$ cat src/rtl/btn_evt_dec_pkg.sv
// Shared definitions for debounced-button consumers.
// Holds the classifier state encoding so other button blocks can reuse it.
package btn_evt_dec_pkg;

  localparam int unsigned STATE_W = 3;

  typedef enum logic [STATE_W-1:0] {
    IDLE   = 3'd0,
    PRESS1 = 3'd1,
    WAIT2  = 3'd2,
    PRESS2 = 3'd3,
    HOLD   = 3'd4
  } btn_state_e;

endpackage

$ cat src/rtl/btn_evt_dec_edge.sv
// Registers the debounced button level and derives one-clk rise/fall strobes
// from the live input against the registered copy.
module btn_edge (
  input  logic clk,
  input  logic rst_n,
  input  logic btn_in,
  output logic btn_q,
  output logic rise,
  output logic fall
);

  logic btn_d;

  always_comb begin
    btn_d = btn_in;
  end

  always_ff @(posedge clk or negedge rst_n) begin
    if (!rst_n) begin
      btn_q <= 1'b0;
    end else begin
      btn_q <= btn_d;
    end
  end

  assign rise = btn_in & ~btn_q;
  assign fall = ~btn_in & btn_q;

endmodule

$ cat src/rtl/btn_evt_dec.sv
// Button event classifier: turns the debounced level plus the ce tick into
// one-clk CLICK / DBL / LONG / REP pulses.
module btn_evt_dec
  import btn_evt_dec_pkg::*;
#(
  parameter int CNT_W      = 8,
  parameter int LONG_TICKS = 50,
  parameter int DBL_TICKS  = 20,
  parameter int REP_TICKS  = 10
) (
  input  logic clk,
  input  logic rst_n,
  input  logic ce,
  input  logic BTN_IN,
  output logic CLICK,
  output logic DBL,
  output logic LONG,
  output logic REP,
  output logic BUSY
);

  localparam logic [CNT_W-1:0] LONG_LAST = CNT_W'(LONG_TICKS - 1);
  localparam logic [CNT_W-1:0] DBL_LAST  = CNT_W'(DBL_TICKS - 1);
  localparam logic [CNT_W-1:0] REP_LAST  = CNT_W'(REP_TICKS - 1);

  logic       btn_q;
  logic       rise;
  logic       fall;

  btn_state_e       state_q, state_d;
  logic [CNT_W-1:0] timer_q, timer_d;
  logic             click_q, click_d;
  logic             dbl_q, dbl_d;
  logic             long_q, long_d;
  logic             rep_q, rep_d;
  logic             tmr_clr;

  btn_edge u_edge (
    .clk    (clk),
    .rst_n  (rst_n),
    .btn_in (BTN_IN),
    .btn_q  (btn_q),
    .rise   (rise),
    .fall   (fall)
  );

  logic tmo_long, tmo_dbl, tmo_rep;
  assign tmo_long = ce & (timer_q == LONG_LAST);
  assign tmo_dbl  = ce & (timer_q == DBL_LAST);
  assign tmo_rep  = ce & (timer_q == REP_LAST);

  always_comb begin
    state_d = state_q;
    click_d = 1'b0;
    dbl_d   = 1'b0;
    long_d  = 1'b0;
    rep_d   = 1'b0;
    tmr_clr = 1'b0;
    // Edges are tested before timeouts so an edge wins a same-clk collision.
    case (state_q)
      IDLE: begin
        if (rise) state_d = PRESS1;
      end
      PRESS1: begin
        if (fall) begin
          state_d = WAIT2;
        end else if (tmo_long) begin
          state_d = HOLD;
          long_d  = 1'b1;
        end
      end
      WAIT2: begin
        if (rise) begin
          state_d = PRESS2;
        end else if (tmo_dbl) begin
          state_d = IDLE;
          click_d = 1'b1;
        end
      end
      PRESS2: begin
        if (fall) begin
          state_d = IDLE;
          dbl_d   = 1'b1;
        end else if (tmo_long) begin
          state_d = HOLD;
          long_d  = 1'b1;
        end
      end
      HOLD: begin
        if (fall) begin
          state_d = IDLE;
        end else if (tmo_rep) begin
          rep_d   = 1'b1;
          tmr_clr = 1'b1;
        end
      end
      default: state_d = IDLE;
    endcase

    timer_d = timer_q;
    if ((state_d != state_q) || tmr_clr) begin
      timer_d = '0;
    end else if (ce && (timer_q != '1)) begin
      timer_d = timer_q + 1'b1;
    end
  end

  always_ff @(posedge clk or negedge rst_n) begin
    if (!rst_n) begin
      state_q <= IDLE;
      timer_q <= '0;
      click_q <= 1'b0;
      dbl_q   <= 1'b0;
      long_q  <= 1'b0;
      rep_q   <= 1'b0;
    end else begin
      state_q <= state_d;
      timer_q <= timer_d;
      click_q <= click_d;
      dbl_q   <= dbl_d;
      long_q  <= long_d;
      rep_q   <= rep_d;
    end
  end

  assign CLICK = click_q;
  assign DBL   = dbl_q;
  assign LONG  = long_q;
  assign REP   = rep_q;
  assign BUSY  = (state_q != IDLE);

endmodule
$ cat config.mk
export PLATFORM = sky130hd
export DESIGN_NAME = btn_evt_dec
export DESIGN_NICKNAME = d
export VERILOG_FILES = /design/src/rtl/btn_evt_dec_pkg.sv /design/src/rtl/btn_evt_dec_edge.sv /design/src/rtl/btn_evt_dec.sv
export SDC_FILE = /design/constraint.sdc
export NUM_CORES = 1
export LEC_CHECK = 0
export ABC_AREA = 1
export CAP_MARGIN = 20
export CORE_ASPECT_RATIO = 2
export CORE_UTILIZATION = 31
export CTS_BUF_LIST = sky130_fd_sc_hd__clkbuf_8
export DETAILED_ROUTE_END_ITERATION = 10
export HOLD_SLACK_MARGIN = 0.06
export PLACE_DENSITY = 0.53
export SLEW_MARGIN = 30
export SYNTH_ARGS = -nofsm -noshare
export SYNTH_HDL_FRONTEND = slang
export SYNTH_SLANG_ARGS = --single-unit
$ cat constraint.sdc
create_clock -name clk -period 2.1 [get_ports clk]
set_input_delay 0.42 -clock clk [delete_from_list [all_inputs] [get_ports clk]]
set_output_delay 0.42 -clock clk [all_outputs]
set_load 0.01 [all_outputs]
Yosys cells after proc, flatten, opt, wreduce, memory -nomap -nowiden:

Index checks and enable logic that the tools add are counted.

* flip-flop bits (word level): 16
* input bits: 4
* output and inout port bits: 5
* logic and storage cells: 51

* add/sub/neg operators: 1
* eq/ne operators: 9
* mux-type cells: 21
* bitwise operators: 7
* reduce and logical (&&, ||, !) cells: 6

Operators with widths (count)
* $mux W3: 7
* $mux W8: 2
* $pmux W3 S5: 1
* $mux W1: 11
* $add A8 B1 Y8 const B: 1
* $eq A8 B4 Y1 const B: 1
* $eq A8 B5 Y1 const B: 1
* $eq A8 B6 Y1 const B: 1
* $ne A8 B8 Y1 const B: 1
* $eq A3 B2 Y1 const B: 2
* $and A1 B1 Y1: 5
* $eq A3 B1 Y1 const B: 1
* $eq A3 B3 Y1 const B: 1
* $logic_not A3 Y1: 1
* $ne A3 B3 Y1: 1
* $reduce_bool A3 Y1: 1
* $not A1 Y1: 2
* $reduce_bool A2 Y1: 1
* $reduce_or A2 Y1: 1
* $logic_and A1 B1 Y1: 1
* $logic_or A1 B1 Y1: 1

Depth between registers and ports, before layout:

* word-level depth: 8
* depth in mapped cells: 12
* depth with buffers taken out: 12

Cells and area by module:

Synthesis repeated with hierarchy kept, for this count alone.

* cell total of the unflattened synthesis: 125
* area total of the unflattened synthesis: 937.1 µm²

By module, submodules not included
* btn_evt_dec: times used 1, cells each 120, area each 897.1 µm², sequential area each 375.4 µm²
* btn_edge: times used 1, cells each 5, area each 40.0 µm², sequential area each 25.0 µm²

Least setup slack after synthesis:

No wires, ideal clock.

* kind: register to register
* start point: reg timer_q[0]
* end point: reg timer_q[5]
* setup time: 0.121 ns
* arrival: 1.326 ns
* setup slack: 0.653 ns
* stages on the path, launching flop included: 10
* cell sequence: dfrtp_1 ha_1 nand2_1 nor2_1 nand2_1 nand4_1 nor2_1 inv_1 o21ai_0 nor2_1

* word-level cells in the longest chain between the ends: 8
* elaborated cells between the ends (all ways): 23
* classes of those cells: add/sub (1); eq/ne (5); mux (11); bitwise (3); reduce/logical (3)

Ends and longest elaborated chain
* start: declaration: RTL line btn_evt_dec.sv:31 `logic [CNT_W-1:0] timer_q, timer_d;`
* start signal: assignment: RTL line btn_evt_dec.sv:118 `timer_q <= timer_d;`
* $eq A8 B6 Y1 / $eq A8 B5 Y1 (equally long branches): RTL line btn_evt_dec.sv:48, btn_evt_dec.sv:49
* $and A1 B1 Y1, on equally long branches: RTL line btn_evt_dec.sv:48, btn_evt_dec.sv:49
* $mux W3, on equally long branches: RTL line btn_evt_dec.sv:67, btn_evt_dec.sv:84, btn_evt_dec.sv:75
* $mux W3, on equally long branches: RTL line btn_evt_dec.sv:81, btn_evt_dec.sv:65, btn_evt_dec.sv:73
* $pmux W3 S5: RTL line btn_evt_dec.sv:60 `case (state_q)`
* $ne A3 B3 Y1: RTL line btn_evt_dec.sv:101 `if ((state_d != state_q) || tmr_clr) begin`
* $logic_or A1 B1 Y1: RTL line btn_evt_dec.sv:101
* $mux W8 / $reduce_bool A2 Y1 (equally long branches)

Several ways; a longest one is shown, not always the timed one. The select of a mux whose other input is x is not followed.
A chain may end at the register's enable or synchronous reset.

Worst setup path after layout:

* start point: reg state_q[0]
* end point: out BUSY

* word-level cells in the longest chain between the ends: 1

Ends and longest elaborated chain
* start: declaration: RTL line btn_evt_dec.sv:30 `btn_state_e state_q, state_d;`
* start signal: assignment: RTL line btn_evt_dec.sv:117 `state_q <= state_d;`
* $reduce_bool A3 Y1: RTL line btn_evt_dec.sv:130 `assign BUSY = (state_q != IDLE);`
* end: declaration: RTL line btn_evt_dec.sv:19 `output logic BUSY`

No other way between the ends.

==> flow_summary.rst <==
.. list-table::
   :header-rows: 1

   * - Metric
     - Value
   * - Number of instances in the synthesized netlist
     - 125
   * - DR iter-0 viols
     - 13
   * - Die X
     - 40.1 um
   * - Effective utilization at floorplan
     - 32.5%
   * - Total Power Consumption
     - 930 uW
   * - Total number of placement rows
     - 27
   * - Post-route standard cell area excluding fillers
     - 0.00108 mm^2
   * - Final Hold Violating Endpoints
     - 0
   * - Number of nets in the finished design
     - 146
   * - Worst hold path class
     - input port to async pin
   * - Worst hold margin
     - 0.496 ns
   * - Number of warning messages in the yosys log
     - 0
   * - Static leakage
     - 0.569 nW
   * - TritonCTS clock tree
     - done
   * - Antenna violations before repair
     - 0
   * - First-pass GRT wire length
     - 3300 um
   * - Number of library cell types mapped by synthesis
     - 18
   * - CP max stage delay
     - 0.48 ns
   * - First element of the critical path
     - state_q[0]
   * - Final worst path period need
     - 1.95 ns
   * - Arrival @ worst endpoint
     - 1.53 ns
   * - Share of flip-flops with an asynchronous set or reset after synthesis
     - 100%
   * - Worst setup margin
     - 0.155 ns
   * - Final HPWL from detailed placement
     - 1530 um
   * - CTS root buffer
     - sky130_fd_sc_hd__clkbuf_8
   * - Global-route congestion overflow total
     - 0
   * - Boundary pin count
     - 9
   * - Count of non-filler cells in the finished layout
     - 167
   * - Synth top area share
     - 44.4%
   * - Largest net degree at the start of global routing
     - 17
   * - CTS max path bufs
     - 2
   * - Post-DP Area
     - 0.00103 mm^2
   * - Number of buffers created by CTS
     - 3
   * - Maximum clock skew at final layout
     - 0.00114 ns
   * - Max-cap violation count
     - 0
   * - Worst Tran Pin Value
     - 0.321 ns
   * - Post-synth EDFFs
     - 0
   * - Peak VDD IR
     - 0.000442 V
   * - Sequence of cells on the critical path
     - inv_2, nand2_2, nor2_1, inv_1, clkdlybuf4s50_1
   * - Antenna cells
     - 0
   * - Power per standard cell area
     - 862 mW/mm^2
   * - Synthesized Nets
     - 131
   * - Core ar.
     - 0.00277 mm^2
   * - Cell with the most instances after synthesis
     - sky130_fd_sc_hd__nand2_1
   * - Drc violations
     - 0
   * - Number of max-slew violations in the final report
     - 0
   * - Via Count
     - 825
   * - Peak Freq
     - 514 MHz
   * - Clock H-tree levels
     - 1
   * - Worst Setup Path Type
     - flip-flop to primary output
   * - Yosys top cell by area
     - sky130_fd_sc_hd__dfrtp_1
   * - RSZ-0062 raised after global routing
     - false
   * - Top flip-flop cell by instance count after synthesis
     - sky130_fd_sc_hd__dfrtp_1
   * - Layout cell share with drive strength beyond 1
     - 10.9%
   * - Routed wire length
     - 1940 um
   * - Vias/cell
     - 4.94
   * - Routed length per instance
     - 11.6 um
   * - Top cell types by occurrence after synthesis
     - sky130_fd_sc_hd__nand2_1 (33), sky130_fd_sc_hd__nor2_1 (22), sky130_fd_sc_hd__inv_1 (19), sky130_fd_sc_hd__dfrtp_1 (16), sky130_fd_sc_hd__nand4_1 (5)
   * - Cell area after synthesis
     - 901 um^2
   * - Headroom to the max-slew limit
     - 78.4%
   * - Beginning of the worst register-to-register path
     - timer_q[0]
   * - Flops & latches, synth
     - 16
   * - Number of hold buffers added after CTS
     - 0
   * - Type of element launching the critical path
     - flip-flop
   * - Die outline height
     - 78.2 um
   * - Capturing element type of the critical path
     - primary output
   * - Number of global-route vias before repair
     - 794
   * - Area of the die
     - 0.00314 mm^2
   * - Number of port buffers
     - 8
   * - Clock transition time at the flip-flop clock pins of the worst setup and hold paths
     - 0.06 ns
   * - Cells taking the most area after synthesis
     - sky130_fd_sc_hd__dfrtp_1 (44%), sky130_fd_sc_hd__nand2_1 (14%), sky130_fd_sc_hd__nor2_1 (9.2%), sky130_fd_sc_hd__inv_1 (7.9%), sky130_fd_sc_hd__nand4_1 (3.5%)
   * - Final Wtd Congestion
     - 0.873
   * - GRT Overall Usage
     - 15.1%
   * - Outcome
     - finished, final reports clean
   * - Initial DRT Pass Iterations
     - 4
   * - Critical path fanouts, max
     - 5
   * - Standard cell with the maximum stage delay on the critical path
     - sky130_fd_sc_hd__clkdlybuf4s50_1
   * - Post-Place Worst Slack
     - 0.0959 ns
   * - Number of routed nets with antenna violations
     - 0
   * - Total instance count after detailed placement
     - 164
   * - End-of-flow core utilization
     - 38.9%
   * - Setup-violating endpoint count in the final report
     - 0
   * - Synthesis-to-finish area growth
     - 19.7%
   * - Sequential cell area fraction in the yosys report
     - 44.4%
   * - Mean Syn Cell Area
     - 7.21 um^2
   * - Total negative setup slack
     - 0 ns
   * - Fraction of the cycle the final worst path needs
     - 92.6%
   * - Required time worst endpoint
     - 1.68 ns
   * - Clock latency on the worst-skew pair
     - 0.25 ns
   * - Sinks on the clock net
     - 16
-- cells by family (layout without fill, tap and decap cells) --
| kind of cell | Yosys count | in the layout | share of synthesized area (%) |
|---|---|---|---|
| buffers and inverters | 22 | 35 | 9.31 |
| and+or+nand+nor | 77 | 77 | 37.5 |
| adders and majority gates | 2 | 2 | 2.78 |
| DFF | 16 | 16 | 44.4 |
| xor gates and xnor gates | 3 | 3 | 2.92 |
| AOI/OAI and AO/OA | 5 | 5 | 3.05 |
-- sequential cells by signal (all words and copies together) (netlist names) --
register	flops
timer_q	8
state_q	3
CLICK	1
DBL	1
LONG	1
REP	1
u_edge.btn_q	1
-- what timing repair did --
| action | 4_1_cts | 5_1_grt |
|---|---|---|
| setup buffers | 0 | 0 |
| setup endpoints to repair | 0 | 1 |
| endpoints found under the hold margin | 0 | 0 |
| resized for setup | 0 | 2 |
-- power breakdown --
group          total, mW  internal (mW)  switching [mW]
clock network      0.227          0.127           0.100
registers          0.381          0.345          0.0366
logic              0.322          0.114           0.208
-- worst max-delay path, delay by kind of cell, from the launching register on --
kind	cells	cell delay (ns)
flops	1	0.41
buf+inv	3	0.68
simple gates	2	0.19
-- layer usage --
metal	vias to the layer above	part of all wire [%]	track usage, %
met1	381	39	16.5
met3	6	3.1	1.98
li1	416	-	-
met4	0	2.8	8.28
met5	-	0	0
met2	22	55	25.5
-- area by class of cell --
class | instances | area [um^2]
well taps | 29 | 36.3
clock buffers | 3 | 41.3
repair buffers | 11 | 103
fillers | 297 | 1690
inverters | 21 | 78.8
flip-flops and latches | 16 | 400
multi-input cells | 87 | 419
-- cells in the final DEF, fill, tap and decap left out --
cell type and n:
sky130_fd_sc_hd__a22oi_1 1, sky130_fd_sc_hd__nand3_1 4, sky130_fd_sc_hd__nor4_1 3, sky130_fd_sc_hd__nand4_1 5, sky130_fd_sc_hd__o21ai_0 3, sky130_fd_sc_hd__buf_4 3
sky130_fd_sc_hd__a21oi_1 1, sky130_fd_sc_hd__clkbuf_8 3, sky130_fd_sc_hd__dfrtp_1 16, sky130_fd_sc_hd__nand2_2 5, sky130_fd_sc_hd__ha_1 2, sky130_fd_sc_hd__inv_1 18
sky130_fd_sc_hd__clkdlybuf4s50_1 8, sky130_fd_sc_hd__xor2_1 3, sky130_fd_sc_hd__nor3_2 1, sky130_fd_sc_hd__and3_1 1, sky130_fd_sc_hd__nand2_1 32, sky130_fd_sc_hd__inv_2 3
sky130_fd_sc_hd__nor3_1 4, sky130_fd_sc_hd__nor2_1 22
-- final timing paths --
path	to	depth (start not counted)	slack, ns
max	BUSY	5	0.15
min	timer_q[7]	2	0.50
max reg2reg	timer_q[5]	9	0.41
min reg2reg	CLICK	1	0.51
max in group asynchronous	timer_q[1]	2	1.42
min in group clk	CLICK	1	0.51
No activity file was read; power rests on OpenSTA's default activity.
